File: src/rtl/regfile_pkg.sv
// rtl/regfile_pkg.sv - shared defaults and helpers for the multi-port register file
package regfile_pkg;

    localparam int DEF_DATA_W   = 32;
    localparam int DEF_NUM_REGS = 32;
    localparam int DEF_NUM_RD   = 2;
    localparam int DEF_NUM_WR   = 1;
    localparam int DEF_ZERO_REG = 1;

    // Replicated to any data width as {DATA_W{ZERO_BIT}}
    localparam logic ZERO_BIT = 1'b0;

    function automatic int addrWidth(input int numRegs);
        return (numRegs <= 2) ? 1 : $clog2(numRegs);
    endfunction

endpackage

File: src/rtl/regfile_bypass_sel.sv
// rtl/regfile_bypass_sel.sv - priority match of one read address against all write ports
module regfile_bypass_sel
    import regfile_pkg::*;
#(
    parameter int DATA_W = DEF_DATA_W,
    parameter int ADDR_W = 5,
    parameter int NUM_WR = DEF_NUM_WR
) (
    input  logic [ADDR_W-1:0]        rdAddr,
    input  logic [NUM_WR-1:0]        wrEn,
    input  logic [NUM_WR*ADDR_W-1:0] wrAddr,
    input  logic [NUM_WR*DATA_W-1:0] wrData,
    output logic                     hit,
    output logic [DATA_W-1:0]        hitData
);

    // Ascending scan so the highest-index matching port is the last to assign
    always_comb begin
        hit     = 1'b0;
        hitData = {DATA_W{ZERO_BIT}};
        for (int j = 0; j < NUM_WR; j++) begin
            if (wrEn[j] && (wrAddr[j*ADDR_W +: ADDR_W] == rdAddr)) begin
                hit     = 1'b1;
                hitData = wrData[j*DATA_W +: DATA_W];
            end
        end
    end

endmodule

File: src/rtl/register_file_mp.sv
// rtl/register_file_mp.sv - multi-port register file with write-first bypass and busy scoreboard
module register_file_mp
    import regfile_pkg::*;
#(
    parameter int DATA_W   = DEF_DATA_W,
    parameter int NUM_REGS = DEF_NUM_REGS,
    parameter int ADDR_W   = addrWidth(NUM_REGS),
    parameter int NUM_RD   = DEF_NUM_RD,
    parameter int NUM_WR   = DEF_NUM_WR,
    parameter int ZERO_REG = DEF_ZERO_REG
) (
    input  logic                     i_Clock,
    input  logic                     i_Reset,
    input  logic                     i_Stall,
    input  logic [NUM_RD*ADDR_W-1:0] i_RdAddr,
    output logic [NUM_RD*DATA_W-1:0] o_RdData,
    output logic [NUM_RD-1:0]        o_RdBusy,
    input  logic [NUM_WR-1:0]        i_WrEn,
    input  logic [NUM_WR*ADDR_W-1:0] i_WrAddr,
    input  logic [NUM_WR*DATA_W-1:0] i_WrData,
    input  logic                     i_IssueValid,
    input  logic [ADDR_W-1:0]        i_IssueDest
);

    if ((NUM_REGS < 2) || ((NUM_REGS & (NUM_REGS - 1)) != 0) || (NUM_RD < 1) || (NUM_WR < 1))
    begin : gParamCheck
        $error("register_file_mp: NUM_REGS must be a power of two >= 2 and port counts >= 1");
    end

    logic [DATA_W-1:0]   regs [NUM_REGS];
    logic [NUM_REGS-1:0] busy;
    logic [NUM_REGS-1:0] busyCleared;
    logic [NUM_REGS-1:0] busyNext;
    logic [NUM_WR-1:0]   wrKeep;

    // Writes to the hardwired-zero register vanish before reaching storage, bypass or scoreboard
    always_comb begin
        wrKeep = '0;
        for (int j = 0; j < NUM_WR; j++) begin
            wrKeep[j] = i_WrEn[j] &&
                        !((ZERO_REG != 0) && (i_WrAddr[j*ADDR_W +: ADDR_W] == '0));
        end
    end

    always_comb begin
        busyCleared = busy;
        for (int j = 0; j < NUM_WR; j++) begin
            if (wrKeep[j]) begin
                busyCleared[i_WrAddr[j*ADDR_W +: ADDR_W]] = 1'b0;
            end
        end
        busyNext = busyCleared;
        // A new producer outranks a same-cycle completion of the old one
        if (i_IssueValid && !((ZERO_REG != 0) && (i_IssueDest == '0))) begin
            busyNext[i_IssueDest] = 1'b1;
        end
    end

    always_ff @(posedge i_Clock) begin
        if (i_Reset) begin
            for (int i = 0; i < NUM_REGS; i++) begin
                regs[i] <= {DATA_W{ZERO_BIT}};
            end
        end else begin
            for (int j = 0; j < NUM_WR; j++) begin
                if (wrKeep[j]) begin
                    regs[i_WrAddr[j*ADDR_W +: ADDR_W]] <= i_WrData[j*DATA_W +: DATA_W];
                end
            end
        end
    end

    always_ff @(posedge i_Clock) begin
        if (i_Reset) begin
            busy <= '0;
        end else begin
            busy <= busyNext;
        end
    end

    for (genvar k = 0; k < NUM_RD; k++) begin : gRead
        logic [ADDR_W-1:0] rdAddr;
        logic              hit;
        logic [DATA_W-1:0] hitData;
        logic [DATA_W-1:0] dataQ;
        logic              busyQ;

        assign rdAddr = i_RdAddr[k*ADDR_W +: ADDR_W];

        regfile_bypass_sel #(
            .DATA_W (DATA_W),
            .ADDR_W (ADDR_W),
            .NUM_WR (NUM_WR)
        ) uBypassSel (
            .rdAddr  (rdAddr),
            .wrEn    (wrKeep),
            .wrAddr  (i_WrAddr),
            .wrData  (i_WrData),
            .hit     (hit),
            .hitData (hitData)
        );

        always_ff @(posedge i_Clock) begin
            if (i_Reset) begin
                dataQ <= {DATA_W{ZERO_BIT}};
                busyQ <= 1'b0;
            end else if (!i_Stall) begin
                if ((ZERO_REG != 0) && (rdAddr == '0)) begin
                    dataQ <= {DATA_W{ZERO_BIT}};
                    busyQ <= 1'b0;
                end else begin
                    dataQ <= hit ? hitData : regs[rdAddr];
                    busyQ <= busyCleared[rdAddr];
                end
            end
        end

        assign o_RdData[k*DATA_W +: DATA_W] = dataQ;
        assign o_RdBusy[k]                  = busyQ;
    end

endmodule
File: config.mk
export PLATFORM = sky130hd
export DESIGN_NAME = register_file_mp
export DESIGN_NICKNAME = d
export VERILOG_FILES = /design/src/rtl/regfile_pkg.sv /design/src/rtl/regfile_bypass_sel.sv /design/src/rtl/register_file_mp.sv
export SDC_FILE = /design/constraint.sdc
export NUM_CORES = 2
export LEC_CHECK = 0
export CAP_MARGIN = 20
export CORE_AREA = 5 5 417 419
export DETAILED_ROUTE_END_ITERATION = 12
export DIE_AREA = 0 0 422 424
export PLACE_DENSITY = 0.53
export SLEW_MARGIN = 20
export SYNTH_ARGS = -nofsm -noshare
export SYNTH_HDL_FRONTEND = slang
export SYNTH_SLANG_ARGS = --single-unit
File: constraint.sdc
create_clock -name i_Clock -period 5.3 [get_ports i_Clock]
set_input_delay 1.59 -clock i_Clock [delete_from_list [all_inputs] [get_ports i_Clock]]
set_output_delay 1.59 -clock i_Clock [all_outputs]
set_load 0.01 [all_outputs]
Word-level counts from Yosys, hierarchy flattened
Memory sizes are Yosys's and may differ from the RTL's. Index checks and enable logic that the tools add are counted.

Logic and storage cells: 58. Output and inout port bits: 66. Memory bits (writable): 1024. Memories: 1. Register bits after elaboration: 98. Input bits: 57.

Bitwise operators: 3. Eq/ne operators: 2. Reductions and logical operators: 13. Order comparisons: 6. Mux-type cells: 28.

Memory list: regs (depth 32, width 32, rd ports 2, clocked after Yosys merged registers in 0, wr ports 32, line register_file_mp.sv:30) `logic [DATA_W-1:0] regs [NUM_REGS];`.

Operator list (count): $mux W32 (9); $and A32 B32 Y32 (1); $not A32 Y32 (1); $or A32 B32 Y32 (1); $reduce_or A32 Y1 (1); $lt A5 B6 Y1 const B (4); $logic_not A5 Y1 (4); $mux W1 (14); $bmux W1 S5 (2); $demux W1 S5 (2); $eq A5 B5 Y1 (2); $ge A5 B1 Y1 const B (2); $logic_and A1 B1 Y1 (6); $mux W5 (1); $logic_not A1 Y1 (2).

Logic depth before layout (Yosys ltp)
Depth in word-level cells: 10. Depth in mapped cells: 11. Depth with buffers taken out: 6.

Modules after synthesis
Synthesis repeated with hierarchy kept, for this count alone.

Cells, all modules: 4257. Area, all modules: 59980.0 sq um.

Modules (own cells, without submodules): register_file_mp (cells an instance 4099, sequential area each 32711.4 sq um, times used 1, area an instance 58881.5 sq um); regfile_bypass_sel (cells an instance 79, sequential area each 0.0 sq um, times used 2, area an instance 549.3 sq um).

Least setup slack after synthesis
Ideal clock, no wire load.

Kind: input to register. Start point: in i_WrAddr[0]. End point: mem regs[14][0] (netlist name), enable pin. Data required time: 4872 ps. Library setup time: 428 ps. Path slack: 921 ps. Path buffers: 3. Stages: 5. Arrival time: 3951 ps. Path through: buf_2 nand3b_1 clkbuf_1 buf_1 o21bai_1.

RTL lines: from (decl) (line register_file_mp.sv:19) `input logic [NUM_WR*ADDR_W-1:0] i_WrAddr,`; to (decl) (line register_file_mp.sv:30).

==> impl_metrics.py <==
metrics = {
    "routing": {
        "num_vias": 38700,
        "firstDrtPassIters": 5,
        "drt-wirelength-per-cell_microns": 33.4,
        "drt_wl_total_microns": 219000,
        "viasPerCell": 5.92,
        "drt_iter0_drc": 4335,
        "drtAntennaViolNets": 0,
        "drc": 0,
    },
    "global_routing": {
        "grt_start_max_net_pins": 83,
        "grt_pass1_vias": 38900,
        "grt_first_pass_wirelength_microns": 305000,
        "grt_overflow": 0,
        "grt_usage_pct": 23.9,
        "antenna_found_initial": 30,
    },
    "timing": {
        "post-route-period-util_pct": 74.7,
        "max_freq_mhz": 253,
        "finalMaxSlewViolations": 0,
        "tns_ns": 0,
        "worst_pin_slew_ns": 1.25,
        "rsz0062_at_grt": "no",
        "layout_setup_ws_ns": 1.34,
        "slew-limit-headroom_pct": 16.0,
        "period_needed_ns": 3.96,
        "skew_ns": 0.0270,
        "hold_viol": 0,
        "setup_viol": 0,
    },
    "placed_design": {
        "place_ws_ns": 0.615,
        "dp_hpwl_microns": 133000,
        "routabilityCongestion": 0.920,
        "portBuffers": 122,
    },
    "setup_path": {
        "crit_type": "in -> reg",
        "max_stage_delay_ns": 0.81,
        "required_ns": 5.92,
        "critical_path.max_fanout": 17,
        "crit_top_cell": "or3_1",
        "slowest_stage": "clkdlybuf4s50_1",
        "startpoint_type": "primary input",
        "arrival_ns": 4.58,
        "end_kind": "flop",
        "cp_cell_sequence": "clkdlybuf4s50_1 -> or3_1 -> o21ai_1 -> or3_1 -> nor2_4 -> buf_4 -> and2_1",
    },
    "cells_and_area": {
        "regArea_sq_um": 32700,
        "finish.net_count": 4243,
        "synthToLayoutAreaGrowth_pct": 15.2,
        "drive_gt1_share_pct": 21.9,
        "multiInputGateArea_sq_um": 25200,
        "num-fill-cells": 15600,
        "postLayoutCoreUtil_pct": 40.0,
    },
    "floorplanning": {
        "rows": 152,
        "start_util_pct": 34.7,
        "dieArea_sq_um": 179000,
        "core_sq_um": 170000,
        "fp.dieH_microns": 424,
        "fp.dieW_microns": 422,
        "io_pins": 123,
    },
    "yosys": {
        "seq_area_frac_synth_pct": 55.4,
        "avgSynthCellArea_sq_um": 14.2,
        "ys_ff_latch": 1122,
        "synth_area_sq_um": 59100,
        "synth_edf_count": 1024,
        "yosysUniqueCellTypes": 60,
        "synthArstFlopShare_pct": 0,
        "yosys_warnings": 0,
        "yosys_most_used_dff": "edfxtp_1",
        "syn-instance-count": 4157,
    },
    "cts": {
        "clk_pin_slew_worst_paths_ns": 0.06,
        "ctsResizeCount": 0,
        "cts_setup_buffers": 0,
        "numCtsBuffers": 119,
        "root_buffer": "clkbuf_16",
        "cts_tree": "done",
        "cts_hold_buf": 0,
        "clk_latency_ns": 0.78,
        "cts_sinks": 1122,
        "h-tree-depth": 3,
        "clk_path_buf_depth": 3,
    },
    "status": {
        "status": "finished, final reports clean",
    },
    "job": {
        "cap_violations": 0,
    },
    "power_and_ir_drop": {
        "p_per_area_nw_per_um2": 322,
        "power_leakage_nw": 23.4,
        "vdd_drop_max_mv": 0.249,
    },
    "worst_hold_path": {
        "hp-class": "reg -> reg",
    },
}
-- report_power, final --
group | internal (mW) | leakage, nW | switching, mW | total (mW)
Clock | 4.97 | 1.93 | 3.74 | 8.70
Sequential | 10.2 | 10.6 | 0.301 | 10.5
Combinational | 1.13 | 10.9 | 1.59 | 2.72
-- cell type report --
class                      count  area share [%]
sequential                  1122            48.1
multi-input combinational   2604            37.0
timing repair buffer         330            4.92
clock buffer                 153            4.67
tap                         2233            4.11
clock inverter                72            1.17
inverter                       9          0.0588
antenna                       15          0.0552
-- final timing paths --
path                                                start                         endpoint  slack [ns]  depth (start not counted)
worst min register to register         busy[0]$_SDFF_PP0_               busy[0]$_SDFF_PP0_        0.47                          1
worst max register to register  regs[3][29]$_SDFFCE_PN0P_  gRead[0].dataQ[29]$_SDFFE_PP0N_        3.05                          6
worst max-delay path                          i_WrAddr[2]       regs[28][30]$_SDFFCE_PN0P_        1.34                          7
worst min-delay path                   busy[0]$_SDFF_PP0_               busy[0]$_SDFF_PP0_        0.47                          1
-- critical path: cells and delay by family --
| kind | cells | cell delay, ns |
|---|---|---|
| AOI/OAI and AO/OA | 1 | 0.11 |
| buffers and inverters | 2 | 1.23 |
| and+or+nand+nor | 4 | 1.63 |
-- metal layers --
layer | track usage, % | wire, microns | vias to the layer above
met5 | 0 | 0 | -
met2 | 40.1 | 107000 | 1817
met4 | 10.4 | 9600 | 0
met3 | 3.41 | 15800 | 386
li1 | - | - | 16100
met1 | 31.2 | 86500 | 20400
-- kinds of logic (layout without fill, tap and decap cells) --
family / Yosys count / in the layout / share of synthesized area, %
muxes: 711 / 711 / 21.5
other: 1 / 47 / 0.00635
buffers and inverters: 462 / 564 / 3.28
DFF: 1122 / 1122 / 55.4
xor gates and xnor gates: 10 / 10 / 0.148
AOI/OAI and AO/OA: 533 / 533 / 6.52
and+or+nand+nor: 1318 / 1318 / 13.2
-- layout by cell type, fill, tap and decap left out, types with 7 or more instances in the layout --
cell,n
mux4_2,448
o2111ai_1,12
o21ai_1,22
o211ai_1,52
buf_12,50
a32oi_1,12
clkinvlp_4,7
nand2_1,114
nor2_4,30
mux2i_1,263
and2_1,1000
clkbuf_1,29
a211oi_1,22
clkbuf_16,121
dfxtp_1,98
clkdlybuf4s50_1,98
a22oi_1,76
o21bai_4,28
clkinv_1,21
nand2b_1,15
buf_4,160
nor2_1,23
clkinv_2,23
buf_2,16
o21a_1,11
nand3_1,62
conb_1,32
diode_2,15
a21oi_1,68
bufinv_16,15
and3_1,23
a221oi_1,96
a311o_1,8
edfxtp_1,1024
a221o_1,31
o21ai_0,77
-- flip-flops by register name, summed over array words and instances, names as in the netlist --
signal       cells
gRead.busyQ      2
busy            32
regs          1024
gRead.dataQ     64
-- synth_stat cells (all sizes together), types with 4 or more instances --
library cell	count	area share [%]
xnor2	6	0.089
a311o	8	0.14
nand3	62	0.53
nand2b	18	0.19
or3b	4	0.059
mux2i	263	4.5
xor2	4	0.059
and3	23	0.24
nor2	54	0.34
a31oi	6	0.064
nor3	7	0.059
a22oi	76	0.97
o21ai	99	0.84
clkbuf	331	2.1
o2111ai	12	0.18
nand2	114	0.72
o211ai	52	0.66
a221oi	97	1.4
nor2b	9	0.095
edfxtp	1024	52
buf	122	1.1
nand3b	6	0.076
a211oi	22	0.28
o21a	11	0.14
a221o	31	0.53
mux4	448	17
inv	7	0.044
dfxtp	98	3.3
a32oi	12	0.18
nor3b	4	0.051
o21bai	28	0.36
a21oi	68	0.58
and2	1001	11
-- metrics by stage --
step	area, sq um	total power [mW]	instances	hold slack, ns
after floorplan	59200	12.1	4188	0.437
after global placement	64100	13.3	6297	0.456
after detailed placement	64100	13.3	6297	0.460
after CTS	68100	22.0	6522	0.475
after global routing	68100	22.5	6534	0.497
final	68100	21.9	6538	0.474
Power figures use the tool's default switching activity.
